[config.mk]
export PLATFORM = sky130hd
export DESIGN_NAME = alu_result_accumulator
export DESIGN_NICKNAME = d
export VERILOG_FILES = /design/src/rtl/alu_pkg.sv /design/src/rtl/sat_add_signed.sv /design/src/rtl/alu_result_accumulator.sv
export SDC_FILE = /design/constraint.sdc
export NUM_CORES = 1
export LEC_CHECK = 0
export CAP_MARGIN = 15
export CELL_PAD_IN_SITES_DETAIL_PLACEMENT = 0
export CELL_PAD_IN_SITES_GLOBAL_PLACEMENT = 1
export CORE_MARGIN = 2
export CORE_UTILIZATION = 29
export CTS_CLUSTER_SIZE = 24
export DETAILED_ROUTE_END_ITERATION = 7
export GPL_TIMING_DRIVEN = 0
export PLACE_DENSITY_LB_ADDON = 0.12
export SETUP_SLACK_MARGIN = 0.3
export SYNTH_ARGS = -nofsm -noshare
export SYNTH_HDL_FRONTEND = slang
export SYNTH_SLANG_ARGS = --single-unit
[constraint.sdc]
create_clock -name clk -period 2.65 [get_ports clk]
set_clock_uncertainty 0.1 [all_clocks]
set_input_delay 0.53 -clock clk [delete_from_list [all_inputs] [get_ports clk]]
set_output_delay 0.53 -clock clk [all_outputs]
set_load 0.02 [all_outputs]
[src/rtl/alu_pkg.sv]
// Shared definitions for the ALU and its downstream result accumulator:
// data width, select encodings and the accumulator FSM state type.
package alu_pkg;

    localparam int ALU_DATA_W = 8;

    localparam logic [1:0] SEL_SHIFT  = 2'd0;
    localparam logic [1:0] SEL_SUM2B  = 2'd1;
    localparam logic [1:0] SEL_NEG    = 2'd2;
    localparam logic [1:0] SEL_ABS3AB = 2'd3;

    typedef enum logic [1:0] {
        IDLE  = 2'd0,
        ACCUM = 2'd1,
        HOLD  = 2'd2
    } acc_state_t;

endpackage

[src/rtl/sat_add_signed.sv]
// Combinational signed add of a B_W-bit value onto an A_W-bit accumulator,
// clamped to the A_W-bit signed range; clip flags that a clamp happened.
module sat_add_signed #(
    parameter int A_W = 16,
    parameter int B_W = 8
) (
    input  logic [A_W-1:0] a,
    input  logic [B_W-1:0] b,
    output logic [A_W-1:0] sum,
    output logic           clip
);

    localparam logic signed [A_W:0] MAX_V = {2'b00, {(A_W-1){1'b1}}};
    localparam logic signed [A_W:0] MIN_V = {2'b11, {(A_W-1){1'b0}}};

    logic signed [A_W:0] wide;

    // One guard bit is enough: |b| never exceeds the accumulator range.
    always_comb begin
        wide = $signed({a[A_W-1], a}) + $signed({{(A_W+1-B_W){b[B_W-1]}}, b});
        sum  = wide[A_W-1:0];
        clip = 1'b0;
        if (wide > MAX_V) begin
            sum  = MAX_V[A_W-1:0];
            clip = 1'b1;
        end else if (wide < MIN_V) begin
            sum  = MIN_V[A_W-1:0];
            clip = 1'b1;
        end
    end

endmodule

[src/rtl/alu_result_accumulator.sv]
// Collects BURST_LEN ALU results per burst into a registered summary (sum, min, max, sat).
// Define ALU_ACC_OP_HIST_EN to add the per-select histogram output out_op_hist.
module alu_result_accumulator
    import alu_pkg::*;
#(
    parameter int DATA_W    = ALU_DATA_W,
    parameter int ACC_W     = 16,
    parameter int BURST_LEN = 4
) (
    input  logic              clk,
    input  logic              rst_n,
    input  logic              clear,
    input  logic              in_valid,
    output logic              in_ready,
    input  logic [DATA_W-1:0] in_result,
    input  logic [1:0]        in_sel,
    output logic              out_valid,
    input  logic              out_ready,
    output logic [ACC_W-1:0]  out_sum,
    output logic [DATA_W-1:0] out_min,
    output logic [DATA_W-1:0] out_max,
    output logic              out_sat,
`ifdef ALU_ACC_OP_HIST_EN
    output logic [4*$clog2(BURST_LEN+1)-1:0] out_op_hist,
`endif
    output logic [1:0]        dbg_state
);

    // Handshake: a beat moves on a rising edge where valid && ready are both
    // high; valid holds data stable until then, ready never depends on valid.
    localparam int CNT_W = $clog2(BURST_LEN + 1);
    localparam logic [CNT_W-1:0] LAST = CNT_W'(BURST_LEN);

    acc_state_t        state_q, state_d;
    logic [CNT_W-1:0]  count_q, count_d, beat_cnt;
    logic [ACC_W-1:0]  sum_q, sum_d, beat_sum, add_sum;
    logic [DATA_W-1:0] min_q, min_d, max_q, max_d, beat_min, beat_max;
    logic              sat_q, sat_d, beat_sat, add_clip;
    logic              in_ready_q, in_ready_d, out_valid_q, out_valid_d;
    logic [ACC_W-1:0]  out_sum_q, out_sum_d;
    logic [DATA_W-1:0] out_min_q, out_min_d, out_max_q, out_max_d;
    logic              out_sat_q, out_sat_d;
    logic              in_fire, out_fire;
    logic signed [DATA_W-1:0] in_s;

    assign in_s     = in_result;
    assign in_fire  = in_valid && in_ready_q && !clear;
    assign out_fire = out_valid_q && out_ready;

    sat_add_signed #(.A_W(ACC_W), .B_W(DATA_W)) u_sat_add (
        .a    (sum_q),
        .b    (in_result),
        .sum  (add_sum),
        .clip (add_clip)
    );

    always_comb begin
        beat_sum = add_sum;
        beat_min = min_q;
        beat_max = max_q;
        beat_sat = sat_q | add_clip;
        beat_cnt = count_q + 1'b1;
        if (state_q == IDLE) begin
            beat_sum = ACC_W'(in_s);
            beat_min = in_result;
            beat_max = in_result;
            beat_sat = 1'b0;
            beat_cnt = CNT_W'(1);
        end else begin
            if ($signed(in_result) < $signed(min_q)) beat_min = in_result;
            if ($signed(in_result) > $signed(max_q)) beat_max = in_result;
        end
    end

    always_comb begin
        state_d   = state_q;
        count_d   = count_q;
        sum_d     = sum_q;
        min_d     = min_q;
        max_d     = max_q;
        sat_d     = sat_q;
        out_sum_d = out_sum_q;
        out_min_d = out_min_q;
        out_max_d = out_max_q;
        out_sat_d = out_sat_q;
        if (clear) begin
            state_d = IDLE;
            count_d = '0;
            sat_d   = 1'b0;
        end else begin
            case (state_q)
                IDLE, ACCUM: begin
                    if (in_fire) begin
                        sum_d   = beat_sum;
                        min_d   = beat_min;
                        max_d   = beat_max;
                        sat_d   = beat_sat;
                        count_d = beat_cnt;
                        state_d = ACCUM;
                        if (beat_cnt == LAST) begin
                            state_d   = HOLD;
                            out_sum_d = beat_sum;
                            out_min_d = beat_min;
                            out_max_d = beat_max;
                            out_sat_d = beat_sat;
                        end
                    end
                end
                HOLD: begin
                    if (out_fire) state_d = IDLE;
                end
                default: state_d = IDLE;
            endcase
        end
        in_ready_d  = (state_d != HOLD);
        out_valid_d = (state_d == HOLD);
    end

    always_ff @(posedge clk or negedge rst_n) begin
        if (!rst_n) begin
            state_q     <= IDLE;
            count_q     <= '0;
            sum_q       <= '0;
            min_q       <= '0;
            max_q       <= '0;
            sat_q       <= 1'b0;
            in_ready_q  <= 1'b0;
            out_valid_q <= 1'b0;
            out_sum_q   <= '0;
            out_min_q   <= '0;
            out_max_q   <= '0;
            out_sat_q   <= 1'b0;
        end else begin
            state_q     <= state_d;
            count_q     <= count_d;
            sum_q       <= sum_d;
            min_q       <= min_d;
            max_q       <= max_d;
            sat_q       <= sat_d;
            in_ready_q  <= in_ready_d;
            out_valid_q <= out_valid_d;
            out_sum_q   <= out_sum_d;
            out_min_q   <= out_min_d;
            out_max_q   <= out_max_d;
            out_sat_q   <= out_sat_d;
        end
    end

`ifdef ALU_ACC_OP_HIST_EN
    logic [4*CNT_W-1:0] hist_q, hist_d;

    // Field in_sel counts beats of that select; restarts on a burst's first beat.
    always_comb begin
        hist_d = hist_q;
        if (clear) begin
            hist_d = '0;
        end else if (in_fire) begin
            if (state_q == IDLE) hist_d = '0;
            hist_d[in_sel*CNT_W +: CNT_W] = hist_d[in_sel*CNT_W +: CNT_W] + 1'b1;
        end
    end

    always_ff @(posedge clk or negedge rst_n) begin
        if (!rst_n) hist_q <= '0;
        else        hist_q <= hist_d;
    end

    assign out_op_hist = hist_q;
`else
    logic unused_sel;
    assign unused_sel = ^in_sel;
`endif

    assign in_ready  = in_ready_q;
    assign out_valid = out_valid_q;
    assign out_sum   = out_sum_q;
    assign out_min   = out_min_q;
    assign out_max   = out_max_q;
    assign out_sat   = out_sat_q;
    assign dbg_state = state_q;

endmodule

# Yosys cells after proc, flatten, opt, wreduce, memory -nomap -nowiden
# Index checks and enable logic that the tools add are counted.
[op_classes]
addsub = 2
order_cmp = 4
eq_ne = 5
mux = 22
n_bitwise = 2
n_reduce_logical = 11
[op_table]
columns = ["operator", "count"]
rows = [
  ["$mux W16", 3],
  ["$mux W8", 4],
  ["$add A16 B8 Y17", 1],
  ["$gt A17 B16 Y1 const B", 1],
  ["$lt A17 B16 Y1 const B", 1],
  ["$mux W3", 4],
  ["$gt A8 B8 Y1", 1],
  ["$lt A8 B8 Y1", 1],
  ["$mux W2", 4],
  ["$mux W1", 6],
  ["$eq A2 B2 Y1 const B", 2],
  ["$pmux W2 S2", 1],
  ["$reduce_and A4 Y1", 1],
  ["$reduce_bool A2 Y1", 2],
  ["$add A3 B1 Y3 const B", 1],
  ["$eq A3 B3 Y1 const B", 1],
  ["$logic_and A1 B1 Y1", 3],
  ["$reduce_and A3 Y1", 1],
  ["$eq A2 B1 Y1 const B", 1],
  ["$logic_not A2 Y1", 1],
  ["$ne A2 B2 Y1 const B", 1],
  ["$reduce_and A2 Y1", 1],
  ["$reduce_or A2 Y1", 1],
  ["$logic_not A1 Y1", 1],
  ["other kinds (2)", 2],
]
[totals]
reg_bits = 73

# Logic depth before layout (Yosys ltp)
[depth]
depth_word = 9
mapped_depth = 11
ltp_nobuf = 10

# Hierarchy
# Synthesis repeated with hierarchy kept, for this count alone.
[hier_totals]
cells_unflattened = 463
area_unflattened_um2 = 4556.9
[modules_own_cells]
columns = ["module", "instances", "cells_each", "area_each_um2", "seq_area_each_um2"]
rows = [
  ["alu_result_accumulator", 1, 331, 3533.4, 1826.8],
  ["sat_add_signed", 1, 132, 1023.5, 0.0],
]

# Worst setup path after synthesis
# Ideal clock, no wire load.
[synth_timing]
kind = "in2reg"
from = "input port in_result[0]"
to = "register sum_q[11]"
setup_time_ps = 87
t_arrival_ps = 2656
slack_ps = -193
cell_stages = 11
path_buffers = 1
path_cell_list = "ha_1 > inv_1 > fa_1 > nand2b_1 > a21oi_1 > o211ai_1 > o311ai_1 > o22a_1 > buf_2 > nand2_1 > o211ai_1"
[synth_between]
elab_chain_len = 5
elab_cells_between_ends = 6
classes_between = "add/sub (1); order compare (2); mux (3)"
[synth_lines]
columns = ["element", "line_no", "text"]
rows = [
  ["from (decl)", "alu_result_accumulator.sv:15", "input logic [DATA_W-1:0] in_result,"],
  ["$add A16 B8 Y17 *", "sat_add_signed.sv:20", "wide = $signed({a[A_W-1], a}) + $signed({{(A_W+1-B_W){b[B_W-1]}}, b});"],
  ["$lt A17 B16 Y1", "sat_add_signed.sv:26", "end else if (wide < MIN_V) begin"],
  ["$mux W16", "sat_add_signed.sv:26", ""],
  ["$mux W16 *", "sat_add_signed.sv:23", "if (wide > MAX_V) begin"],
  ["$mux W16 *", "alu_result_accumulator.sv:63", "if (state_q == IDLE) begin"],
  ["to (signal assigned)", "alu_result_accumulator.sv:136", "sum_q <= sum_d;"],
  ["to (decl)", "alu_result_accumulator.sv:36", "logic [ACC_W-1:0] sum_q, sum_d, beat_sum, add_sum;"],
]
# Every way passes the cells marked *; elsewhere a longest branch is shown, timed or not.
# A chain may end at the register's enable or synchronous reset.

# Final worst setup path
[layout_timing]
from = "register sum_q[1]"
to = "register sum_q[2]"
[layout_between]
elab_chain_len = 5
elab_cells_between_ends = 6
classes_between = "add/sub (1); order compare (2); mux (3)"
[layout_lines]
columns = ["element", "line_no"]
rows = [
  ["$add A16 B8 Y17 *", "sat_add_signed.sv:20"],
  ["$lt A17 B16 Y1", "sat_add_signed.sv:26"],
  ["$mux W16", "sat_add_signed.sv:26"],
  ["$mux W16 *", "sat_add_signed.sv:23"],
  ["$mux W16 *", "alu_result_accumulator.sv:63"],
]
# Marked as above.

==> results.ini <==
[critical_path]
crit_path_end_kind = flip-flop
required_ps = 2820
r2r-start = sum_q[1]$_DFFE_PN0P_
path_delay_family = compound AO/OA/AOI/OAI gates
crit_buf_inv = 2
crit_chain = ha_4 -> a211o_1 -> a211o_1 -> a211o_1 -> and2_4 -> buf_6 -> o311ai_4 -> buf_6 -> a31oi_1 -> o21ai_1
arrival_ps = 2870
start_kind = flip-flop
cp_max_fo = 7
worstSetupPathType = reg -> reg
critical-path-max-stage-delay_ps = 430
startpoint = sum_q[1]$_DFFE_PN0P_
crit_top_cell = a211o_1
slowest_stage = dfrtp_1

[die]
chipWidth_um = 125
core.rowCount = 44
fp.dieH_um = 125
io_pins = 52
fp.coreArea_um2 = 14400
start_util_pct = 29.5
fp.dieArea_um2 = 15700

[yosys]
ys_seq_area_share_pct = 42.9
ys_types = 48
synth_top_area_share_pct = 42.9
synth-edff-count = 0
synth_area_leaders = dfrtp_1, ha_1, o21ai_0
synthCells = 451
yosys.area.top_type = dfrtp_1
ys.flop_type = dfrtp_1
yosys_register_bits = 73
async_flop_share_pct = 100
synth_area_um2 = 4260
synthesis.nets = 499
syn_avg_cell_area_um2 = 9.44
ys_warn_count = 0

[clock_tree]
cts.reportedPaths.clkPinSlew_ps = 60
cts_sinks = 73
htreeDepth = 3
holdBufCountCts = 0
clk_path_buf_depth = 2
numCtsBuffers = 9
clockRootBuffer = clkbuf_16
clock_latency_ps = 340
cts_tree = done

[placement]
gp_congestion = 0.826
place_area_um2 = 5190
portBuffers = 49
dp_hpwl_mm = 8.77
dp.cells = 685

[route]
viasPerCell = 5.05
num_vias = 3611
dr.first_iter.drc_count = 166
wl_per_cell_um = 17.4
postRouteAntennaNets = 0
drc = 0
first_pass_iters = 4
wl_mm = 12.5

[finish]
final_cells = 715
final_cell_area_um2 = 5860
drive_gt1_share_pct = 21.5
area_growth_pct = 37.7
diodes = 0
final_net_count = 574

[grt]
antenna_found_initial = 0
grtUsageTotal_pct = 16.3
grt_pass1_wl_mm = 20.1
grt_start_max_net_pins = 46
overflow = 0
grt_pass1_vias = 3614

[run]
cap_violations = 0

[status]
failed_checks = negative setup slack
outcome = complete, but fails checks

[sta]
fmax_mhz = 371
hold_viol = 0
slew_headroom_pct = 58.7
grt_setup_unrepaired = true
final-setup-viol-count = 30
finalWorstSetupSlack_ps = -47.6
fin_crit_ps = 2700
finalCritPeriodShare_pct = 102
worst_slew_pin_slew_ps = 617
slew_viol_final = 0

[power]
power_density_nw_per_um2 = 698
p_leak_nw = 2.56
p_total_mw = 4.09
ir_drop_mv = 0.455

[min_path]
hp-class = in -> async

-- final timing paths --
path,endpoint,slack [ps],depth (start not counted)
max,sum_q[2]$_DFFE_PN0P_,-50,10
min,out_min[0]$_DFFE_PN0P_,30,1
max reg2reg,sum_q[2]$_DFFE_PN0P_,-50,10
min reg2reg,out_max[5]$_DFFE_PN0P_,380,2
max in group asynchronous,sum_q[14]$_DFFE_PN0P_,1840,2
min in group clk,out_max[5]$_DFFE_PN0P_,380,2
-- cell usage in the layout, fill, tap and decap left out, drive strengths merged, types with 5 or more instances in the layout --
cell type and n:
inv 23, a21oi 32, buf 33, clkbuf 26, mux2i 17, ha 32
o21ai 54, o211ai 13, dfrtp 73, nand3 7, o21a 6, a21o 8
nor2 14, xnor2 8, nor3 6, xor2 5, nand2 71, o311ai 9
clkdlybuf4s50 40, mux2 13, nand2b 6
-- cells by family (layout without fill, tap and decap cells) --
kind of cell	Yosys count	after routing	synth area share, %
AOI/OAI and AO/OA	144	144	21.5
xor gates and xnor gates	13	13	2.67
adders and majority gates	34	34	10.1
buffers and inverters	44	124	4.02
DFF	73	73	42.9
muxes	30	30	7.43
and+or+nand+nor	113	113	11.4
-- repair_timing --
action,in CTS,in global routing
resized for setup,91,36
endpoints found under the hold margin,0,0
pin swaps,12,8
setup endpoints to repair,69,66
buffers inserted,10,3
gates cloned,0,1
-- area by class of cell --
| cell class | instances | area (um2) |
|---|---|---|
| Inverter | 23 | 86.3 |
| Timing Repair Buffer | 64 | 616 |
| Clock inverter | 2 | 12.5 |
| Fill cell | 1436 | 8560 |
| Tap cell | 184 | 230 |
| Clock buffer | 14 | 264 |
| Sequential cell | 73 | 1830 |
| Buffer | 21 | 154 |
| Multi-Input combinational cell | 334 | 2680 |
-- through the flow --
stage | worst slack, ps | utilization [%] | hold slack, ps | setup TNS [ps]
6_report | -47.6 | 40.7 | 31.6 | -832
5_1_grt | -152 | 40.7 | 50.5 | -3710
4_1_cts | -49.5 | 39.3 | 41.9 | -574
3_5_place_dp | -1700 | 36.0 | 370 | -77260
3_3_place_gp | -1870 | 35.8 | 361 | -212810
2_1_floorplan | -65.6 | - | 134 | -840
-- power breakdown --
group / switching, mW / internal (mW)
sequential: 0.0953 / 1.24
combinational: 0.868 / 0.726
clock: 0.476 / 0.685
-- worst reg2reg max path: cells and delay by family, from the launching register on --
kind	cells	cell delay, ps
and+or+nand+nor	1	140
buffers and inverters	2	330
DFF	1	430
AOI/OAI and AO/OA	6	1400
adders and majority gates	1	240
-- state kept, by name (all words and copies together), names as in the netlist --
| signal | count |
|---|---|
| out_sum | 16 |
| in_ready | 1 |
| max_q | 8 |
| count_q | 3 |
| out_valid | 1 |
| sat_q | 1 |
| sum_q | 16 |
| out_max | 8 |
| dbg_state | 2 |
| out_sat | 1 |
| out_min | 8 |
| min_q | 8 |
-- routing by layer --
metal / vias up / GRT usage (%) / wire (um)
met3: 6 / 4.54 / 463
met5: - / 0 / 0
met4: 0 / 3.27 / 100
met2: 64 / 25.9 / 5780
met1: 1772 / 22.4 / 6120
li1: 1769 / - / -
-- cell usage after synthesis, types with 6 or more instances --
cell type and n:
o21ai_0 54, a21oi_1 31, nor3_1 6, inv_1 23, o21a_1 6, nand2_1 71, dfrtp_1 73, o311ai_0 7
ha_1 32, xnor2_1 8, a21o_1 8, mux2i_1 17, clkbuf_1 15, nand3_1 6, mux2_2 13, nor2_1 14
nand2b_1 6, o211ai_1 13
No activity file was read; power rests on OpenSTA's default activity.
